==> src/rtl/fpwm_spi_loader.sv <==
// SPI frame loader for fpwm: shifts a 40-bit {pos, neg, cfg} word out MSB first.
// Optional FPWM_LOADER_SHADOW_EN adds a one-entry shadow so back-to-back frames skip IDLE.
module fpwm_spi_loader #(
  parameter int unsigned HALF_DIV = 10
) (
  input  logic        i_Clk,
  input  logic        i_Reset,
  input  logic        i_Valid,
  output logic        o_Ready,
  input  logic [15:0] i_Pos,
  input  logic [15:0] i_Neg,
  input  logic [7:0]  i_Cfg,
  output logic        o_Busy,
  output logic        o_Done,
  output logic        o_SS,
  output logic        o_SCK,
  output logic        o_MOSI
);

  typedef enum logic [2:0] {StIdle, StSetup, StSckHi, StSckLo, StGap} state_e;

  localparam logic [7:0] DivLast = 8'(HALF_DIV - 1);

  state_e      state_q, state_d;
  logic [7:0]  div_cnt_q, div_cnt_d;
  logic [5:0]  bit_cnt_q, bit_cnt_d;
  logic [39:0] shift_q, shift_d;
  logic [39:0] in_word;
  logic        accept;
  logic        div_end;
  logic        in_frame;

`ifdef FPWM_LOADER_SHADOW_EN
  logic        shadow_vld_q, shadow_vld_d;
  logic [39:0] shadow_q, shadow_d;
`endif

  assign in_word = {i_Pos, i_Neg, i_Cfg};
  assign div_end = (div_cnt_q == DivLast);

  always_comb begin
    state_d   = state_q;
    div_cnt_d = div_cnt_q;
    bit_cnt_d = bit_cnt_q;
    shift_d   = shift_q;
`ifdef FPWM_LOADER_SHADOW_EN
    shadow_vld_d = shadow_vld_q;
    shadow_d     = shadow_q;
    o_Ready      = (state_q == StIdle) || !shadow_vld_q;
`else
    o_Ready      = (state_q == StIdle);
`endif
    accept = i_Valid && o_Ready;

    // One free-running half-period counter shared by every non-idle state.
    if (state_q != StIdle) begin
      div_cnt_d = div_end ? 8'd0 : div_cnt_q + 8'd1;
    end

    unique case (state_q)
      StIdle: begin
        if (accept) begin
          state_d   = StSetup;
          shift_d   = in_word;
          div_cnt_d = 8'd0;
        end
      end
      StSetup: begin
        if (div_end) begin
          state_d   = StSckHi;
          bit_cnt_d = 6'd39;
        end
      end
      StSckHi: begin
        if (div_end) state_d = StSckLo;
      end
      StSckLo: begin
        if (div_end) begin
          if (bit_cnt_q == 6'd0) begin
            state_d = StGap;
          end else begin
            state_d   = StSckHi;
            bit_cnt_d = bit_cnt_q - 6'd1;
            shift_d   = {shift_q[38:0], 1'b0};
          end
        end
      end
      StGap: begin
        if (div_end) begin
`ifdef FPWM_LOADER_SHADOW_EN
          if (shadow_vld_q) begin
            state_d      = StSetup;
            shift_d      = shadow_q;
            shadow_vld_d = 1'b0;
          end else if (accept) begin
            state_d = StSetup;
            shift_d = in_word;
          end else begin
            state_d = StIdle;
          end
`else
          state_d = StIdle;
`endif
        end
      end
      default: state_d = StIdle;
    endcase

`ifdef FPWM_LOADER_SHADOW_EN
    // A request landing on the last GAP cycle launches directly instead of parking.
    if (accept && (state_q != StIdle) && !((state_q == StGap) && div_end)) begin
      shadow_d     = in_word;
      shadow_vld_d = 1'b1;
    end
`endif
  end

  assign in_frame = (state_q == StSetup) || (state_q == StSckHi) || (state_q == StSckLo);
  assign o_Busy   = (state_q != StIdle);
  assign o_SS     = !in_frame;
  assign o_SCK    = (state_q == StSckHi);
  assign o_MOSI   = in_frame && shift_q[39];
  assign o_Done   = (state_q == StGap) && (div_cnt_q == 8'd0);

  always_ff @(posedge i_Clk) begin
    if (i_Reset) begin
      state_q   <= StIdle;
      div_cnt_q <= 8'd0;
      bit_cnt_q <= 6'd0;
      shift_q   <= 40'd0;
    end else begin
      state_q   <= state_d;
      div_cnt_q <= div_cnt_d;
      bit_cnt_q <= bit_cnt_d;
      shift_q   <= shift_d;
    end
  end

`ifdef FPWM_LOADER_SHADOW_EN
  always_ff @(posedge i_Clk) begin
    if (i_Reset) begin
      shadow_vld_q <= 1'b0;
      shadow_q     <= 40'd0;
    end else begin
      shadow_vld_q <= shadow_vld_d;
      shadow_q     <= shadow_d;
    end
  end
`endif

endmodule
==> config.mk <==
export PLATFORM = sky130hd
export DESIGN_NAME = fpwm_spi_loader
export DESIGN_NICKNAME = d
export VERILOG_FILES = /design/src/rtl/fpwm_spi_loader.sv
export SDC_FILE = /design/constraint.sdc
export NUM_CORES = 1
export LEC_CHECK = 0
export CELL_PAD_IN_SITES_DETAIL_PLACEMENT = 1
export CELL_PAD_IN_SITES_GLOBAL_PLACEMENT = 2
export CORE_MARGIN = 2
export CORE_UTILIZATION = 35
export CTS_BUF_LIST = sky130_fd_sc_hd__clkbuf_4 sky130_fd_sc_hd__clkbuf_8
export DETAILED_ROUTE_END_ITERATION = 10
export GPL_ROUTABILITY_DRIVEN = 0
export PLACE_DENSITY_LB_ADDON = 0.1
export RECOVER_POWER = 100
export REMOVE_ABC_BUFFERS = 1
export SYNTH_ARGS = -nofsm -noshare
export SYNTH_HDL_FRONTEND = slang
export SYNTH_SLANG_ARGS = --single-unit
==> constraint.sdc <==
create_clock -name i_Clk -period 5.75 [get_ports i_Clk]
set_clock_uncertainty 0.2 [all_clocks]
set_input_delay 0.575 -clock i_Clk [delete_from_list [all_inputs] [get_ports i_Clk]]
set_output_delay 0.575 -clock i_Clk [all_outputs]
set_load 0.01 [all_outputs]
==> metrics.md <==
| Metric | Value |
|---|---|
| Met3 Track Usage GR | `0.0496` |
| Vias in the first global route | `2349` |
| Failing checks | `capacitance limit, slew limit` |
| Clk slew on worst S/H paths | `0.07 ns` |
| Ys async rst share | `0` |
| Hold Path Class | `reg -> reg` |
| Die width | `92.4 um` |
| Initial Util | `0.358` |
| R2R Setup Slk | `2.60 ns` |
| # rows | `32` |
| Worst VDD drop | `120 uV` |
| Number of flops mapped to enable cells by yosys | `0` |
| Post-DP HPWL | `4460 um` |
| Hold-fix buffers, CTS | `0` |
| Fin Setup TNS | `0 ns` |
| Mapped Area | `0.00274 sq mm` |
| WL/cell | `14.8 um` |
| DRC viols | `0` |
| Routing usage on met2 | `0.254` |
| Post-DRT Antenna Nets | `0` |
| Sequential fraction of the synthesis area | `0.417` |
| RSZ-0062 raised after global routing | `no` |
| Final wirelength | `6780 um` |
| Post-CTS Setup Repair Bufs | `0` |
| Router iterations before antenna repair | `4` |
| Num CTS Buffers | `9` |
| CTS tree | `done` |
| Leak Pwr | `0.00126 uW` |
| Post-Synthesis Cells | `312` |
| Setup violators final | `0` |
| # resized after CTS | `0` |
| Worst slew pin tran | `1.73 ns` |
| Fraction of layout cells with a size suffix above 1 | `0.0817` |
| CP top delay family | `buffers and inverters` |
| Count of final hold-check violations | `0` |
| Cell variety after synth | `46` |
| Tmin final | `3.46 ns` |
| First-pass GRT wire length | `11400 um` |
| H-tree level count | `3` |
| Clock net sink count | `57` |
| Dpl ws | `2.89 ns` |
| Yosys top cell area share | `0.417` |
| Main synth FF type | `dfxtp_1` |
| Overall die area | `0.00855 sq mm` |
| Most frequent cell after synthesis | `nor2_1` |
| Top post-synthesis cells by count | `88 x nor2_1, 57 x dfxtp_1, 37 x o221a_1` |
| Max-slew violation count | `78` |
| CP Buf/Inv Count | `3` |
| Skew-Pair Late Insertion Delay | `0.33 ns` |
| Final WS setup | `2.29 ns` |
| Seq. cell area | `0.00114 sq mm` |
| Cell Chain, Critical Path | `dlygate4sd3_1 > or4b_1 > clkbuf_1 > o21ai_0 > buf_4 > o221a_2` |
| Layout Nets | `398` |
| Synth-to-Final Area Change | `25.0%` |
| Global route overflow | `0` |
| DRT iter0 DRCs | `109` |
| Synth Register Bits | `57` |
| CP Capture Type | `flop` |
| Via count | `2404` |
| MaxCap Viol Count | `2` |
| WP data arrival | `3.48 ns` |
| Status | `finished, violations left` |
| Core footprint | `0.00765 sq mm` |
| Number of I/O port buffers | `48` |
| Die H | `92.4 um` |
| Slowest CP cell | `clkbuf_1` |
| Footprint of the multi-input gates | `0.00140 sq mm` |
| All-Layer GR Usage | `0.166` |
| Diode count | `0` |
| FMAX | `289 MHz` |
| GRT met1 Usage | `0.226` |
| CP Data Required Time | `5.77 ns` |
| Crit share post-route | `0.602` |
| Largest net degree at the start of global routing | `43` |
| GRT busiest layer | `met2` |
| Largest area contributor in the synthesized netlist | `dfxtp_1` |
| Yosys warnings | `0` |
| CTS Buffer Depth | `2` |
| Total design power | `970 uW` |
| Syn_area_per_cell | `8.77 sq um` |
| PwrDens | `284 mW/mm^2` |
| Critical path's largest stage delay | `1.24 ns` |
| CP Max Fanout | `41` |
| Slew HR | `-0.151` |
| CTS root buffer | `clkbuf_8` |
| Vias per cell | `5.26` |
| Number of fill cells in the layout | `900` |
| Ports | `49` |
| Critical path type | `in -> reg` |
| Worst Setup Start Kind | `primary input` |
| Synth area leaders | `dfxtp_1 42%, o221a_1 15%, nor2_1 12%` |
| Initial antenna violation count | `0` |
## cells in the final DEF (no fill, tap or decap), types with 3 or more instances in the layout
cell,count
nor2_1,88
dlygate4sd3_1,6
clkdlybuf4s50_1,41
inv_1,8
nand3_1,13
clkbuf_1,3
and3_1,3
a31oi_1,5
nand2_1,14
a21oi_1,9
nor4_1,3
nor3_1,4
dfxtp_1,57
o221a_1,37
o221a_2,3
o21ai_0,4
ha_1,5
clkbuf_8,10
## worst paths after layout
check                      end  cells after the start          from
setup / recovery    shift_q[3]                      6       i_Valid
hold / removal    bit_cnt_q[5]                      1  bit_cnt_q[5]
setup reg to reg    shift_q[3]                      5    state_q[1]
hold reg to reg   bit_cnt_q[5]                      1  bit_cnt_q[5]
## per-layer routing
layer  up-vias  part of all wire
met2        41              0.44
li1       1216                 -
met5         -                 0
met1      1140              0.50
met3         7             0.042
met4         0             0.012
## final cells by class
cell class                      count  area share
Tap cell                          102      0.0373
Clock inverter                      5      0.0230
Inverter                            8     0.00878
Clock buffer                       11      0.0424
Sequential cell                    57       0.334
Multi-Input combinational cell    222       0.410
Timing Repair Buffer               52       0.145
## kinds of logic (layout without fill, tap and decap cells)
kind of cell               count (synthesis)  after routing  synth area share
AOI/OAI and AO/OA                         73             73             0.250
adders and majority gates                  5              5            0.0229
buffers and inverters                     33             76            0.0681
DFF                                       57             57             0.417
and+or+nand+nor                          144            144             0.242
## state kept, by name, indices dropped and copies added, names as in the netlist
register / flops
bit_cnt_q: 6
div_cnt_q: 8
state_q: 3
shift_q: 40
## worst register-to-register path, delay by kind of cell, from the launching register on
| kind | cells | cell delay (ns) |
|---|---|---|
| buffers and inverters | 2 | 1.60 |
| AO/OA/AOI/OAI | 2 | 0.54 |
| flip-flops | 1 | 0.52 |
| AND/OR/NAND/NOR | 1 | 0.18 |
## stage by stage
| stage | instances | utilization | hold slack [ns] | cell area [sq um] |
|---|---|---|---|---|
| 6_report | 457 | 0.447 | 0.291 | 3420 |
| 5_1_grt | 457 | 0.447 | 0.301 | 3420 |
| 4_1_cts | 457 | 0.450 | 0.289 | 3440 |
| 3_5_place_dp | 441 | 0.420 | 0.278 | 3210 |
| 3_3_place_gp | 441 | 0.420 | 0.249 | 3210 |
| 2_1_floorplan | 287 | - | 0.237 | 2580 |
## power by group
| part | switching, uW | leakage (uW) | internal (uW) | total (uW) |
|---|---|---|---|---|
| Clock | 161 | 0.000117 | 260 | 421 |
| Sequential | 16.9 | 0.000469 | 421 | 438 |
| Combinational | 50.8 | 0.000679 | 59.9 | 111 |
Power figures use the tool's default switching activity.
